==> config.mk <==
export PLATFORM = sky130hd
export DESIGN_NAME = bnn_image_packer
export DESIGN_NICKNAME = d
export VERILOG_FILES = /design/src/rtl/bnn_stream_pkg.sv /design/src/rtl/bnn_image_packer.sv
export SDC_FILE = /design/constraint.sdc
export NUM_CORES = 1
export LEC_CHECK = 0
export ABC_AREA = 1
export CORE_MARGIN = 2
export CORE_UTILIZATION = 40
export DETAILED_ROUTE_END_ITERATION = 10
export GPL_TIMING_DRIVEN = 0
export PLACE_DENSITY = 0.65
export SLEW_MARGIN = 10
export SYNTH_ARGS = -nofsm -noshare
export SYNTH_HDL_FRONTEND = slang
export SYNTH_SLANG_ARGS = --single-unit
==> constraint.sdc <==
create_clock -name clk -period 8.7 [get_ports clk]
set_input_delay 1.305 -clock clk [delete_from_list [all_inputs] [get_ports clk]]
set_output_delay 1.305 -clock clk [all_outputs]
set_load 0.005 [all_outputs]
==> src/rtl/bnn_stream_pkg.sv <==
// Shared helpers for the bnn_fcc image input stream.
//   elements()  - pixels carried per output beat
//   keep_mask() - byte-enable mask for a beat holding num_slots pixels
//   MAX_KEEP_W  - widest keep vector keep_mask() can describe
package bnn_stream_pkg;

    localparam int unsigned MAX_KEEP_W = 128;

    function automatic int unsigned elements(input int unsigned bus_w,
                                             input int unsigned data_w);
        return bus_w / data_w;
    endfunction

    // Low num_slots*bytes_per_pixel bits set, everything at or above keep_w clear.
    function automatic logic [MAX_KEEP_W-1:0] keep_mask(input int unsigned num_slots,
                                                        input int unsigned bytes_per_pixel,
                                                        input int unsigned keep_w);
        logic [MAX_KEEP_W-1:0] mask;
        mask = '0;
        for (int unsigned i = 0; i < MAX_KEEP_W; i++) begin
            mask[i] = (i < keep_w) && (i < num_slots * bytes_per_pixel);
        end
        return mask;
    endfunction

endpackage

==> src/rtl/bnn_image_packer.sv <==
// Packs a pixel stream into INPUT_BUS_WIDTH AXI-stream beats for bnn_fcc.
// Lowest pixel goes in the lowest bits; tlast marks the final beat of each
// image, and keep trims a partial final beat. Images never share a beat.
// Ports:
//   clk, rst                       clock, asynchronous active-high reset
//   pixel_valid/ready/data         pixel input handshake
//   data_out_valid/ready           beat output handshake
//   data_out_data/keep/last        beat payload
//   image_done                     pulse the cycle after the last beat transfers
module bnn_image_packer
    import bnn_stream_pkg::*;
#(
    parameter int unsigned INPUT_DATA_WIDTH = 8,
    parameter int unsigned INPUT_BUS_WIDTH  = 64,
    parameter int unsigned IMAGE_PIXELS     = 784
) (
    input  logic                         clk,
    input  logic                         rst,
    input  logic                         pixel_valid,
    output logic                         pixel_ready,
    input  logic [INPUT_DATA_WIDTH-1:0]  pixel_data,
    output logic                         data_out_valid,
    input  logic                         data_out_ready,
    output logic [INPUT_BUS_WIDTH-1:0]   data_out_data,
    output logic [INPUT_BUS_WIDTH/8-1:0] data_out_keep,
    output logic                         data_out_last,
    output logic                         image_done
);

    localparam int unsigned ELEMENTS        = elements(INPUT_BUS_WIDTH, INPUT_DATA_WIDTH);
    localparam int unsigned BYTES_PER_PIXEL = INPUT_DATA_WIDTH / 8;
    localparam int unsigned KEEP_W          = INPUT_BUS_WIDTH / 8;
    localparam int unsigned SLOT_W          = (ELEMENTS > 1) ? $clog2(ELEMENTS) : 1;
    localparam int unsigned PIX_W           = (IMAGE_PIXELS > 1) ? $clog2(IMAGE_PIXELS) : 1;

    if (INPUT_DATA_WIDTH == 0 || (INPUT_DATA_WIDTH % 8) != 0 ||
        INPUT_BUS_WIDTH < INPUT_DATA_WIDTH ||
        (INPUT_BUS_WIDTH % INPUT_DATA_WIDTH) != 0 ||
        KEEP_W > MAX_KEEP_W || IMAGE_PIXELS < 1) begin : g_param_check
        $fatal(1, "bnn_image_packer: illegal width/pixel parameters");
    end

    typedef struct packed {
        logic [INPUT_BUS_WIDTH-1:0] data;
        logic [KEEP_W-1:0]          keep;
        logic                       last;
    } beat_t;

    logic [SLOT_W-1:0]          slot_q, slot_d;
    logic [PIX_W-1:0]           pix_q, pix_d;
    // Full bus width so the completing pixel can simply be OR-ed in; the top
    // slot is never written and stays zero.
    logic [INPUT_BUS_WIDTH-1:0] buf_q, buf_d;
    beat_t                      beat_q, beat_d;
    logic                       valid_q, valid_d;
    logic                       done_q, done_d;

    logic                       last_pixel;
    logic                       completing;
    logic                       accept;
    logic                       transfer;
    logic [31:0]                shamt;

    always_comb begin
        last_pixel  = (pix_q == PIX_W'(IMAGE_PIXELS - 1));
        completing  = (slot_q == SLOT_W'(ELEMENTS - 1)) || last_pixel;
        // Only a completing pixel needs the output register, so it alone can stall.
        pixel_ready = !rst && (!valid_q || data_out_ready || !completing);
        accept      = pixel_valid && pixel_ready;
        transfer    = valid_q && data_out_ready;
        shamt       = 32'(slot_q) * INPUT_DATA_WIDTH;

        slot_d  = slot_q;
        pix_d   = pix_q;
        buf_d   = buf_q;
        beat_d  = beat_q;
        valid_d = valid_q && !data_out_ready;
        done_d  = transfer && beat_q.last;

        if (accept) begin
            if (completing) begin
                beat_d.data = buf_q | (INPUT_BUS_WIDTH'(pixel_data) << shamt);
                beat_d.keep = KEEP_W'(keep_mask(32'(slot_q) + 32'd1, BYTES_PER_PIXEL, KEEP_W));
                beat_d.last = last_pixel;
                valid_d     = 1'b1;
                slot_d      = '0;
                pix_d       = last_pixel ? '0 : pix_q + PIX_W'(1);
                buf_d       = '0;
            end else begin
                buf_d[shamt +: INPUT_DATA_WIDTH] = pixel_data;
                slot_d = slot_q + SLOT_W'(1);
                pix_d  = pix_q + PIX_W'(1);
            end
        end
    end

    always_ff @(posedge clk or posedge rst) begin
        if (rst) begin
            slot_q  <= '0;
            pix_q   <= '0;
            buf_q   <= '0;
            beat_q  <= '0;
            valid_q <= 1'b0;
            done_q  <= 1'b0;
        end else begin
            slot_q  <= slot_d;
            pix_q   <= pix_d;
            buf_q   <= buf_d;
            beat_q  <= beat_d;
            valid_q <= valid_d;
            done_q  <= done_d;
        end
    end

    assign data_out_valid = valid_q;
    assign data_out_data  = beat_q.data;
    assign data_out_keep  = beat_q.keep;
    assign data_out_last  = beat_q.last;
    assign image_done     = done_q;

endmodule
* Word level (Yosys, flattened, before mapping) *
Cells that the tools add are included.

storage, ports and cells
  register bits = 152
  input port bits = 12
  logic and storage cells = 46

cells by class
  muxes and demuxes = 7
  reductions and logical operators = 13
  equal/unequal tests = 2
  bitwise gates (word level) = 1
  magnitude comparators = 8
  shift-type cells = 3
  add/subtract/negate cells = 4

operators with widths
  kind                                                    count
  bitwise mux 64 bit                                      1
  two-way mux 64 bit                                      1
  OR 64 bit                                               1
  variable shift 8 x 34 -> 64 bit (first input constant)  1
  variable part select 8 x 34 -> 64 bit                   1
  << shifter 8 x 6 -> 64 bit                              1
  negation 6 -> 34 bit                                    1
  two-way mux 10 bit                                      2
  < comparator 3 x 4 -> 1 bit (first input constant)      4
  adder 10 x 1 -> 10 bit (second input constant)          1
  equality test 10 bit (second input constant)            1
  < comparator 1 x 4 -> 1 bit (first input constant)      2
  < comparator 2 x 4 -> 1 bit (first input constant)      2
  logical AND 1 bit                                       5
  adder 3 x 1 -> 4 bit (second input constant)            1
  logical NOT 1 bit                                       4
  adder 3 x 1 -> 3 bit (second input constant)            1
  equality test 3 bit (second input constant)             1
  logical OR 1 bit                                        3
  two-way mux 3 bit                                       1
  two-way mux 1 bit                                       2
  AND reduction 2 bit                                     1

* Logic depth before layout (Yosys ltp) *
Gate-level depths: netlist of the first run.

  word-level depth = 7
  mapped depth = 13
  gate-level depth less buffers = 10

* Least setup slack after synthesis of the first run *
OpenSTA, ideal clock, no wires.

  kind = input to register
  from = in rst
  to = reg buf_q[10]
  arrival = 7.392 ns
  library setup time = 0.123 ns
  path buffers = 1
  cell stages on the path = 5
  path slack = 1.185 ns
  path through = inv_1 -> clkbuf_1 -> nand4_1 -> nand2_1 -> nand2_1

between the ends
  longest elaborated chain between the ends = 3

ends and longest elaborated chain
  what                         RTL line                 text
  from (decl)                  bnn_image_packer.sv:18   input logic rst,
  logical NOT 1 bit (no line)  --
  logical AND 1 bit            bnn_image_packer.sv:68   pixel_ready = !rst && (!valid_q || data_out_ready || !completing);
  logical AND 1 bit            bnn_image_packer.sv:69   accept = pixel_valid && pixel_ready;
  to (signal assigned)         bnn_image_packer.sv:108  buf_q <= buf_d;
  to (decl)                    bnn_image_packer.sv:53   logic [INPUT_BUS_WIDTH-1:0] buf_q, buf_d;

No other way between the ends.
A chain may end at the register's enable or synchronous reset.

* Worst setup path after layout of the first run *
  from = in data_out_ready
  to = out pixel_ready

between the ends
  longest elaborated chain between the ends = 3

ends and longest elaborated chain
  what                            RTL line                text
  from (decl)                     bnn_image_packer.sv:23  input logic data_out_ready,
  logical OR 1 bit (2 in series)  bnn_image_packer.sv:68
  logical AND 1 bit               bnn_image_packer.sv:68
  to (decl)                       bnn_image_packer.sv:20  output logic pixel_ready,

No other way between the ends.

==> results.md, run 1 <==
Layout:
- The count of cells in the finished layout, fillers not included, comes to 1259.
- The antenna diode instance count is 0.
- Summing all non-filler instances in the final layout gives an area of 0.00931 mm2.
- For this run, the post-layout net count is 1037.
- Of the cells placed in the final design, the portion with a size suffix greater than 1 is 9.90%.
- From synthesis to final layout, the design area changed by 25.3%.

Job:
- The number of max-cap violations is 0.

Clock network:
- The number of instances resized during post-cts repair is 0.
- CTS placed an instance of sky130_fd_sc_hd__clkbuf_16 at the clock tree root.
- For the worst-skew pair, the clock arrives at the later sink with an insertion delay of 0.43 ns.
- The count of H-tree levels built during CTS is 4.
- For this design, the CTS-stage hold fixing added 0 buffers.
- The TritonCTS clock tree is yes.
- The clock-pin slew reported for the worst setup and hold paths after clock tree synthesis is 0.06 ns.
- The clock passes through at most 2 buffers.
- The number of buffers added for setup after CTS is 0.
- In this run, CTS created clock tree buffers numbering 17.
- The clock drives 152 sinks.

Timing:
- The maximum achievable frequency is 213 MHz.
- The time the final worst path needs with I/O delays and setup is 4.70 ns.
- The final number of hold-violating endpoints was 0.
- The count of endpoints failing setup in the final report is 0.
- Setup repair after global routing left no endpoint under its margin.
- The setup TNS is 0 ns.
- The worst max-slew margin expressed relative to the limit is 58.9%.
- The worst clock skew is 0.00864 ns.
- Once routing completed, OpenROAD measured the worst setup slack at 4.00 ns.
- The max-slew violation total from the final report is 0.
- For the pin with the worst max-slew slack, the measured transition is 0.615 ns.
- The share of the clock period used by the worst path after layout is 54.0%.

Routing:
- After detailed routing, the total wire length is 21900 um.
- The first detailed-routing pass ran for 5 iterations.
- The detailed-route via count is 6802.
- In the final routed layout, each cell accounts on average for 17.4 um.
- The count of nets left with antenna violations once routing finished came out at 0.
- The average vias per placed instance is 5.40.
- In the routed design, unresolved DRC markers number 0.
- For this block, the initial DRC count from the detailed router was 612.

Global routing:
- Global routing used 23.0% of the available tracks.
- The number of antenna violations at the first check in global routing is 0.
- The via count of the first global-routing pass is 6633.
- The first global-routing pass estimated 35300 um of wire.
- For this run the aggregate overflow at the end of global routing stands at 0.
- The largest net degree at the start of global routing is 51.

Logic synthesis:
- The post-synthesis share of cell area spent on full adders, half adders and majority gates is 1.35%.
- The sequential share of the synthesized area is 51.2%.
- Summing the areas of all xor and xnor instances in the mapped netlist gives 0.707% of the synthesized area.
- Measured against the total synthesized area, the mux share comes to 0%.
- The mean area per synthesized cell is 8.19 um2.
- Of all cell types, the one taking the most synthesized area is sky130_fd_sc_hd__dfrtp_1.
- The share of the synthesized area in the top cell type is 51.2%.
- The largest family of logic cells by synthesized area is simple AND/OR/NAND/NOR gates.
- Yosys printed 0 warnings.
- The synthesized netlist devotes 11.3% of its cell area to compound gates.
- After synthesis, the share of flip-flops with an asynchronous set or reset is 100%.
- Synthesis produced a netlist with a net count of 928.
- After synthesis the netlist holds a flip-flop and latch count of 152.
- The number of enable flip-flop cells after synthesis is 0.
- The most used flip-flop cell after synthesis is sky130_fd_sc_hd__dfrtp_1.
- The synthesized netlist cell count is 908.
- The most common cell in the synthesized netlist is sky130_fd_sc_hd__nand2_1.
- Summing every instance area after synthesis gives 0.00743 mm2.
- Sorting the synthesized cells by how often they occur yields sky130_fd_sc_hd__nand2_1 (272), sky130_fd_sc_hd__dfrtp_1 (152), sky130_fd_sc_hd__nand4_1 (91).
- The synthesized netlist contains 32 unique library cells.
- The simple-gate share of the synthesized area is 28.5%.
- By area the synthesized netlist is led by sky130_fd_sc_hd__dfrtp_1 (51%), sky130_fd_sc_hd__nand2_1 (14%), sky130_fd_sc_hd__nand4_1 (7.7%), sky130_fd_sc_hd__o21ai_1 (4.9%), sky130_fd_sc_hd__inv_1 (3.6%).

Setup path:
- The critical path capture point type is a primary output.
- Along the worst path, the maximum fanout reaches 10.
- The worst setup path is launched from an input pin.
- Data arrives at the worst endpoint at 3.39 ns.
- The type of the worst setup path is input pin to primary output.
- The required time of the worst setup path is 7.39 ns.
- For the worst flop-to-flop path, the logic depth is 13.

Run status:
- The flow ran to the end, and the final reports show no timing, DRC or antenna violations.

Die:
- The floorplan die area is 0.0197 mm2.
- The initialized floorplan defines 49 standard-cell rows.
- Measured along the x axis, the die boundary spans 140 um.
- The placeable core region is 0.0181 mm2.
- Once the floorplan was initialized, standard cells occupied 41.1% of the core.
- The y dimension of the die is 140 um.
- The total I/O pin count is 88.

Min path:
- Along the worst hold path, the cell count comes to 2.
- The path type of the worst min-delay path is register to register.

Power and ir drop:
- After layout, the design draws a total of 2.74 mW.
- The total leakage power is 4.48 nW.
- In this run the power density over the cells is 294 mW/mm2.
- The worst-case IR drop observed on VDD is 0.189 mV.

Placement:
- The post-placement worst setup slack is 4.02 ns.
- The placer's final routability congestion estimate is 0.894.
- The final HPWL from detailed placement is 16100 um.
- Port buffering added 87 buffers.
- The total instance count after detailed placement is 1227.
- The cell area after placement is 0.00868 mm2.
## layer usage
layer  routed length, um  part of all wire (%)  track usage [%]  vias up
met4                 760                   3.5             10.3        0
met3                1130                   5.2             4.38       59
li1                    -                     -                -     3281
met1                9570                    44             30.2     3246
met5                   0                     0                0        -
met2               10400                    48             37.2      216
## cell usage in the layout, fill, tap and decap left out, types with 3 or more instances in the layout
master and n:
sky130_fd_sc_hd__o21ai_1 73, sky130_fd_sc_hd__clkdlybuf4s50_1 87, sky130_fd_sc_hd__buf_1 8, sky130_fd_sc_hd__nand2_1 272, sky130_fd_sc_hd__nand3_1 21, sky130_fd_sc_hd__inv_1 71
sky130_fd_sc_hd__ha_1 8, sky130_fd_sc_hd__buf_16 3, sky130_fd_sc_hd__a31oi_1 16, sky130_fd_sc_hd__a31o_2 24, sky130_fd_sc_hd__clkbuf_16 17, sky130_fd_sc_hd__clkinvlp_4 3
sky130_fd_sc_hd__clkbuf_1 20, sky130_fd_sc_hd__inv_2 4, sky130_fd_sc_hd__buf_2 23, sky130_fd_sc_hd__xnor2_1 4, sky130_fd_sc_hd__nor2_1 64, sky130_fd_sc_hd__bufinv_16 4
sky130_fd_sc_hd__a21oi_1 24, sky130_fd_sc_hd__clkinv_4 3, sky130_fd_sc_hd__nand4_1 91, sky130_fd_sc_hd__nor3_1 9, sky130_fd_sc_hd__dfrtp_1 152, sky130_fd_sc_hd__nand4_2 3
## registers in the layout, summed over array words and instances (netlist names)
signal          flops
data_out_data      64
slot_q              3
buf_q              64
image_done          1
data_out_last       1
data_out_valid      1
pix_q              10
data_out_keep       8
## per-stage QoR
stage	hold slack [ns]	util, %
after global placement	0.458	47.5
after detailed placement	0.459	48.0
after floorplan	0.442	-
final	0.473	51.5
after global routing	0.496	51.5
after CTS	0.476	51.5
## worst max-delay path: stages
cell and delay, ns:
sky130_fd_sc_hd__clkdlybuf4s50_1 0.45, sky130_fd_sc_hd__inv_1 0.05, sky130_fd_sc_hd__nand2_1 0.18, sky130_fd_sc_hd__inv_1 0.11
sky130_fd_sc_hd__a21oi_2 0.45, sky130_fd_sc_hd__buf_2 0.32, sky130_fd_sc_hd__clkdlybuf4s50_1 0.53
## path summary, 6_finish.rpt
check / from / endpoint / slack (ns)
max: data_out_ready / pixel_ready / 4.00
max reg2reg: slot_q[0] / buf_q[42] / 5.21
max in group asynchronous: rst / pix_q[4] / 6.34
min in group asynchronous: rst / slot_q[0] / 1.55
min: buf_q[55] / buf_q[55] / 0.47
min reg2reg: buf_q[55] / buf_q[55] / 0.47
## power breakdown
part | switching [mW] | leakage, nW | total (mW) | internal, mW
clock network | 0.306 | 0.303 | 0.796 | 0.489
logic | 0.580 | 2.08 | 0.946 | 0.366
registers | 0.109 | 2.09 | 0.997 | 0.889
total | 0.994 | 4.48 | 2.74 | 1.74
## logic make-up after synthesis
family	after synthesis
AOI/OAI and AO/OA	142
xor gates and xnor gates	6
adders and majority gates	8
buffers and inverters	129
DFF	152
and+or+nand+nor	471
## cell type report
class / count / area [um2]
plain buffers: 53 / 235
clock buffers: 18 / 439
clock inverters: 14 / 196
fillers: 1735 / 8770
inverters: 76 / 285
multi-input cells: 627 / 3110
flip-flops and latches: 152 / 3800
well taps: 229 / 287
repair buffers: 90 / 953
Power figures use the tool's default switching activity.
==> inputs of run 2 (changes only) <==
Settings changed: PLACE_DENSITY 0.65 to 0.68.
Clock period 8.7 ns to 4.25 ns, I/O delays scaled along.
==> run 2 against run 1 <==
Effect of this change: utilization is 0.36 points lower; die area unchanged; clock power increased by 100%; first-iteration DRC count is 35% higher; count of clock-buffer cells in the layout rose by 2; largest cell class unchanged; highest routed layer unchanged.
==> results.md, run 2 (synthesized netlist as in run 1, its figures left out) <==
Timing:
- The worst clock skew was 0.00854 ns (-0.0000970 ns).
- The maximum achievable frequency is 278 MHz.
- The worst path uses 84.6% of the clock period.
- The final number of hold-violating endpoints is 0 (unchanged).
- The worst max-slew margin expressed relative to the limit was 59.7% (+0.87 points).
- The transition time at the pin with the least slew margin came to 0.602 ns (-0.0130 ns).
- The count of endpoints failing setup in the final report is 0 (unchanged).
- The max-slew violation total from the final report is 0 (unchanged).
- The time the final worst path needs with I/O delays and setup is 3.60 ns.
- The minimum setup slack in the final design is 0.654 ns (-3.35 ns).
- The setup TNS was 0 ns (unchanged).
- Setup repair after global routing left no endpoint under its margin.

Clock network:
- The number of buffers added for setup after CTS is 0 (unchanged).
- The largest buffer count on any clock path is 2 (unchanged).
- The TritonCTS clock tree is yes.
- The count of H-tree levels built during CTS came to 4 (unchanged).
- The CTS buffer count is 17 (unchanged).
- The clock-pin slew reported for the worst setup and hold paths after clock tree synthesis was 0.06 ns (about the same).
- The latest clock arrival within the worst-skew pair was 0.43 ns (about the same).
- The library cell used as clock root buffer is sky130_fd_sc_hd__clkbuf_16.
- The TritonCTS sink count is 152 (unchanged).
- The number of instances resized during post-cts repair came to 0 (unchanged).
- The hold buffer count at cts was 0 (unchanged).

Global routing:
- The global-route wire length before repair was 35000 um (-0.67%).
- The total global routing track utilization was 22.8% (-0.15 points).
- The number of antenna violations at the first check in global routing is 0 (unchanged).
- The largest net degree at the start of global routing is 98 (+92%).
- The via count of the first global-routing pass is 6566 (-1.0%).
- The total grt overflow came to 0 (unchanged).

Die:
- The site row count is 49 (unchanged).
- The placeable core region came to 0.0181 mm2 (unchanged).
- The initial core utilization is 41.1% (unchanged).
- The y dimension of the die is 140 um (unchanged).
- The floorplan die area came to 0.0197 mm2 (unchanged).
- The total I/O pin count came to 88 (unchanged).
- The chip width is 140 um (unchanged).

Setup path:
- Tracing the worst setup path back leads to its startpoint at slot_q[1].
- The nature of the critical path startpoint is a register.
- The total buffers and inverters traversed by the critical path is 2 (-3).
- The delay contributed by the slowest stage of the critical path was 0.54 ns (about the same).
- The biggest fanout along the worst timing path is 10 (unchanged).
- Walking the worst path, the cells encountered are ha_1 -> ha_1 -> o21bai_4 -> a21oi_2 -> buf_2 -> clkdlybuf4s50_1.
- The worst register-to-register path ends at buf_q[30].
- The startpoint of the worst-slack reg-to-reg timing path is slot_q[1].
- The type of the worst setup path is register to primary output.
- The number of cells on the worst reg-to-reg path is 11 (-2).
- The required time of the worst setup path is 3.61 ns (-3.78 ns).
- The worst setup path is captured at a primary output.
- Among all stages on the critical path, the largest delay is contributed by sky130_fd_sc_hd__clkdlybuf4s50_1.
- The reg2reg setup slack is 0.78 ns (-4.43 ns).
- The instance count on the critical path is 6 (-1).
- The worst endpoint data arrival time is 2.96 ns (-0.43 ns).
- The most numerous cell type found on the critical path is sky130_fd_sc_hd__ha_1.
- The family of cells with the greatest summed delay on the critical path is buffers and inverters.
- The capturing element of the worst setup path is pixel_ready.

Routing:
- The detailed-route via count came to 6835 (+0.49%).
- The number of iterations in the first detailed-routing pass is 6 (+1).
- The number of nets with antenna violations after routing is 0 (unchanged).
- The wire length after detailed routing is 21900 um (+0.28%).
- The number of remaining DRC errors is 0 (unchanged).
- The average vias per placed instance is 5.44 (+0.73%).
- The number of DRC violations after detailed-routing iteration 0 is 827 (+35%).
- The per-cell routed wire length came to 17.5 um (+0.52%).

Placement:
- The final HPWL from detailed placement is 15800 um (-1.6%).
- The cell area after placement is 0.00863 mm2 (-0.56%).
- The number of buffers added on ports is 87 (unchanged).
- The total instance count after detailed placement came to 1225 (-0.16%).
- The placer's final routability congestion estimate is 0.909 (+1.7%).
- The post-placement worst setup slack is 0.899 ns (-3.12 ns).

Layout:
- The utilization of the core after routing is 51.1% (-0.36 points).
- The number of filler cells placed in the layout was 1702 (-1.9%).
- Leaving out fill and tap cells, the most frequent cell in the layout is sky130_fd_sc_hd__nand2_1.
- The post-route cell area came to 0.00925 mm2 (-0.70%).
- The final cell count without fillers is 1256 (-0.24%).
- The area growth from synthesis to layout is 24.4%.
- The number of nets in the final layout is 1035 (-0.19%).
- The share of layout cells above drive strength 1 was 9.44% (-0.46 points).
- The library cells used most frequently in the layout, excluding fill and tap cells, are sky130_fd_sc_hd__nand2_1 (272), sky130_fd_sc_hd__dfrtp_1 (152), sky130_fd_sc_hd__nand4_1 (91), sky130_fd_sc_hd__clkdlybuf4s50_1 (87), sky130_fd_sc_hd__o21ai_1 (73).
- The antenna diode instance count was 0 (unchanged).

Power and ir drop:
- The total leakage power is 4.46 nW (-0.44%).
- The power per standard cell area came to 605 mW/mm2 (+110%).
- The maximum vdd drop is 0.392 mV (+110%).

Min path:
- In this run the worst hold path is classified as register to register.

Job:
- The number of max-cap violations is 0 (unchanged).

Run status:
- The run finished with clean final reports.
-- run 2: cell count changes in the layout (fill, tap and decap cells not counted), sizes merged --
cell      change
buf           -2
clkinv        +1
clkbuf        +2
inv           -1
clkinvlp      -3
-- run 2: where the power goes --
| part | total, mW | switching [mW] | internal, mW |
|---|---|---|---|
| clock network | 1.61 | 0.615 | 0.998 |
| registers | 2.04 | 0.224 | 1.82 |
| logic | 1.94 | 1.19 | 0.745 |
| total | 5.59 | 2.03 | 3.56 |
-- run 2: worst min path at each step --
stage	start	slack [ns]	endpoint	cells past startpoint
2_1_floorplan	pix_q[3]	0.44	pix_q[3]	2
3_3_place_gp	buf_q[55]	0.46	buf_q[55]	2
3_5_place_dp	buf_q[16]	0.46	buf_q[16]	2
4_1_cts	pix_q[3]	0.48	pix_q[3]	2
5_1_grt	pix_q[3]	0.49	pix_q[3]	2
6_report	pix_q[3]	0.47	pix_q[3]	2
-- run 2: area by class of cell --
| cell class | instances | area (um2) | area share, % |
|---|---|---|---|
| plain buffers | 53 | 241 | 2.61 |
| clock buffers | 20 | 447 | 4.83 |
| clock inverters | 11 | 173 | 1.87 |
| inverters | 76 | 285 | 3.09 |
| multi-input cells | 627 | 3110 | 33.7 |
| flip-flops and latches | 152 | 3800 | 41.1 |
| well taps | 229 | 287 | 3.10 |
| repair buffers | 88 | 898 | 9.72 |
-- run 2: metrics by stage --
step	hold WS, ns	power, mW
final	0.474	5.59
after floorplan	0.442	3.24
after detailed placement	0.459	3.98
after CTS	0.476	5.59
after global placement	0.457	3.93
after global routing	0.493	5.93
-- run 2: worst register-to-register path: stages, from the launching register on --
cell                       delay (ns)
sky130_fd_sc_hd__dfrtp_1         0.47
sky130_fd_sc_hd__buf_2           0.24
sky130_fd_sc_hd__inv_2           0.22
sky130_fd_sc_hd__buf_1           0.46
sky130_fd_sc_hd__ha_1            0.33
sky130_fd_sc_hd__clkbuf_1        0.18
sky130_fd_sc_hd__inv_1           0.15
sky130_fd_sc_hd__clkbuf_1        0.45
sky130_fd_sc_hd__nand3_1         0.36
sky130_fd_sc_hd__nor2_1          0.31
sky130_fd_sc_hd__nand4_1         0.16
sky130_fd_sc_hd__nand2_1         0.09
-- run 2: metal layers --
layer | wire [um] | up-vias | share of wire [%] | GRT usage (%)
met2 | 10500 | 239 | 48 | 36.8
li1 | - | 3277 | - | -
met5 | 0 | - | 0 | 0
met4 | 796 | 0 | 3.6 | 10.7
met1 | 9370 | 3259 | 43 | 29.9
met3 | 1270 | 60 | 5.8 | 4.34
==> inputs of run 3 (changes only) <==
Settings changed: PLACE_DENSITY 0.68 to 0.65.
Clock period 4.25 ns to 3.7 ns, I/O delays scaled along.
==> run 3 against run 2 <==
Effect of this change: count of clock-buffer cells in the layout decreased by 1; critical path depth is the same; clock skew hardly changed; via count is 2.2% lower.
==> results.md, run 3 (synthesized netlist as in run 1, its figures left out) <==
Run status:
- The flow ran to the end, and the final reports show no timing, DRC or antenna violations.

Die:
- The floorplan die area is 0.0197 mm2 (unchanged).
- The placeable core region was 0.0181 mm2 (unchanged).
- The chip width is 140 um (unchanged).
- The y dimension of the die is 140 um (unchanged).
- The total I/O pin count is 88 (unchanged).
- The initial core utilization was 41.1% (unchanged).
- The site row count is 49 (unchanged).

Job:
- The number of max-cap violations is 0 (unchanged).

Global routing:
- The via count of the first global-routing pass is 6536 (-0.46%).
- The total grt overflow was 0 (unchanged).
- The number of antenna violations at the first check in global routing is 0 (unchanged).
- The global-route wire length before repair is 35000 um (unchanged).
- The total global routing track utilization came to 23.0% (+0.14 points).
- The largest net degree at the start of global routing is 88 (-10%).

Clock network:
- The number of instances resized during post-cts repair is 0 (unchanged).
- The largest buffer count on any clock path is 2 (unchanged).
- The CTS buffer count is 17 (unchanged).
- The latest clock arrival within the worst-skew pair was 0.43 ns (about the same).
- The clock-pin slew reported for the worst setup and hold paths after clock tree synthesis is 0.06 ns (about the same).
- The count of H-tree levels built during CTS is 4 (unchanged).
- The number of buffers added for setup after CTS came to 0 (unchanged).
- The TritonCTS sink count was 152 (unchanged).
- The tree is rooted in a sky130_fd_sc_hd__clkbuf_16.
- The hold buffer count at cts is 0 (unchanged).
- TritonCTS built the clock tree.

Layout:
- The antenna diode instance count is 0 (unchanged).
- The final cell count without fillers is 1257 (+0.080%).
- The library cell used most frequently in the layout, excluding fill and tap cells, is sky130_fd_sc_hd__nand2_1.
- The post-route cell area is 0.00926 mm2 (+0.19%).
- The top cell types in the final layout, fill and taps aside, are sky130_fd_sc_hd__nand2_1 (272), sky130_fd_sc_hd__dfrtp_1 (152), sky130_fd_sc_hd__nand4_1 (91), sky130_fd_sc_hd__clkdlybuf4s50_1 (87), sky130_fd_sc_hd__o21ai_1 (73).
- The number of nets in the final layout is 1035 (unchanged).
- The utilization of the core after routing is 51.2% (+0.097 points).
- The share of layout cells above drive strength 1 is 9.63% (+0.19 points).
- The number of filler cells placed in the layout was 1724 (+1.3%).
- Compared with the post-synthesis result, the final layout area differs by 24.6%.

Routing:
- The number of remaining DRC errors came to 0 (unchanged).
- The number of DRC violations after detailed-routing iteration 0 is 529 (-36%).
- The top routing layer in use is met4.
- The per-cell routed wire length is 17.4 um (-0.40%).
- The detailed-route wire length on metal 1 was 9600 um (+2.5%).
- The detailed-route via count is 6686 (-2.2%).
- The number of iterations in the first detailed-routing pass is 6 (unchanged).
- The wire length after detailed routing is 21900 um (-0.32%).
- The number of nets with antenna violations after routing is 0 (unchanged).
- The total met3 wirelength after detailed routing is 1050 um (-17%).
- The average vias per placed instance was 5.32 (-2.3%).
- The detailed-routed wire length on met2 is 10600 um (+1.1%).

Timing:
- Setup repair after global routing left no endpoint under its margin.
- Dividing the final minimum period by the clock period gives 94.8%.
- The time the final worst path needs with I/O delays and setup is 3.51 ns.
- The maximum achievable frequency is 285 MHz.
- The setup TNS is 0 ns (unchanged).
- The minimum setup slack in the final design is 0.193 ns (-0.460 ns).
- The final-layout worst hold slack is 0.471 ns (-0.00300 ns).
- The max-slew violation total from the final report is 0 (unchanged).
- The worst clock skew is 0.00858 ns (+0.0000325 ns).
- The transition time at the pin with the least slew margin came to 0.607 ns (+0.00477 ns).
- The final number of hold-violating endpoints was 0 (unchanged).
- The worst max-slew margin expressed relative to the limit is 59.5% (-0.17 points).
- The count of endpoints failing setup in the final report is 0 (unchanged).

Power and ir drop:
- The maximum vdd drop came to 0.421 mV (+7.4%).
- The power per standard cell area is 694 mW/mm2 (+15%).
- The post-layout total power is 6.43 mW (+15%).
- The total leakage power was 4.46 nW (about the same).

Setup path:
- The reg2reg setup slack is 0.27 ns (-0.51 ns).
- The worst setup path is of the register to primary output kind.
- The number of cells on the worst reg-to-reg path came to 12 (+1).
- The worst setup path is launched from a register.
- The delay contributed by the slowest stage of the critical path was 0.53 ns (about the same).
- Among cell families on the critical path, the largest total delay comes from buffers and inverters.
- The worst endpoint data arrival time was 2.95 ns (about the same).
- The instance count on the critical path is 6 (unchanged).
- The critical path goes through ha_1 -> ha_1 -> o21bai_4 -> a21oi_2 -> buf_2 -> clkdlybuf4s50_1.
- The total buffers and inverters traversed by the critical path was 2 (unchanged).
- In this run the worst setup path terminates at pixel_ready.
- The cell repeated most along the worst path is sky130_fd_sc_hd__ha_1.
- The startpoint of the worst-slack reg-to-reg timing path is slot_q[1].
- The capturing point of the worst reg2reg path is buf_q[44].
- The biggest fanout along the worst timing path is 10 (unchanged).
- The required time of the worst setup path came to 3.14 ns (-0.47 ns).
- The largest individual stage delay along the critical path comes from the cell sky130_fd_sc_hd__clkdlybuf4s50_1.
- The critical path startpoint is slot_q[1].
- STA classifies the critical path endpoint as a primary output.

Min path:
- The worst hold path belongs to the class register to register.

Placement:
- The cell area after placement came to 0.00863 mm2 (unchanged).
- The number of buffers added on ports is 87 (unchanged).
- The total instance count after detailed placement is 1225 (unchanged).
- The final HPWL from detailed placement came to 16000 um (+1.0%).
- The placer's final routability congestion estimate is 0.901 (-0.88%).
- The post-placement worst setup slack is 0.362 ns (-0.537 ns).
==> run 3: final cells by class <==
cell class                 count  area [um2]  share of cell area [%]
tap                          229         287                    3.09
timing repair buffer          88         898                    9.70
sequential                   152        3800                    41.1
multi-input combinational    627        3110                    33.6
buffer                        53         241                    2.61
clock buffer                  19         443                    4.78
clock inverter                13         194                    2.09
inverter                      76         285                    3.08
==> run 3: power breakdown <==
| part | leakage, nW | switching (mW) | internal [mW] |
|---|---|---|---|
| clock | 0.308 | 0.721 | 1.15 |
| sequential | 2.09 | 0.264 | 2.09 |
| combinational | 2.06 | 1.35 | 0.855 |
| total | 4.46 | 2.33 | 4.10 |
==> run 3: per-layer routing <==
layer	up-vias	GRT usage [%]
li1	3283	-
met1	3178	29.6
met2	182	38.0
met3	43	4.68
met4	0	9.36
met5	-	0
==> run 3: worst min-delay path by stage <==
stage	slack (ns)	start	cells past startpoint	end
2_1_floorplan	0.44	pix_q[3]	2	pix_q[3]
3_3_place_gp	0.46	buf_q[51]	2	buf_q[51]
3_5_place_dp	0.46	buf_q[16]	2	buf_q[16]
4_1_cts	0.47	buf_q[16]	2	buf_q[16]
5_1_grt	0.50	buf_q[53]	2	buf_q[53]
6_report	0.47	buf_q[16]	2	buf_q[16]
==> run 3: tightest hold or removal path, cell delays in order, from the launching register on <==
cell and delay, ns:
sky130_fd_sc_hd__dfrtp_1 0.34, sky130_fd_sc_hd__nand2_1 0.05, sky130_fd_sc_hd__nand2_1 0.04
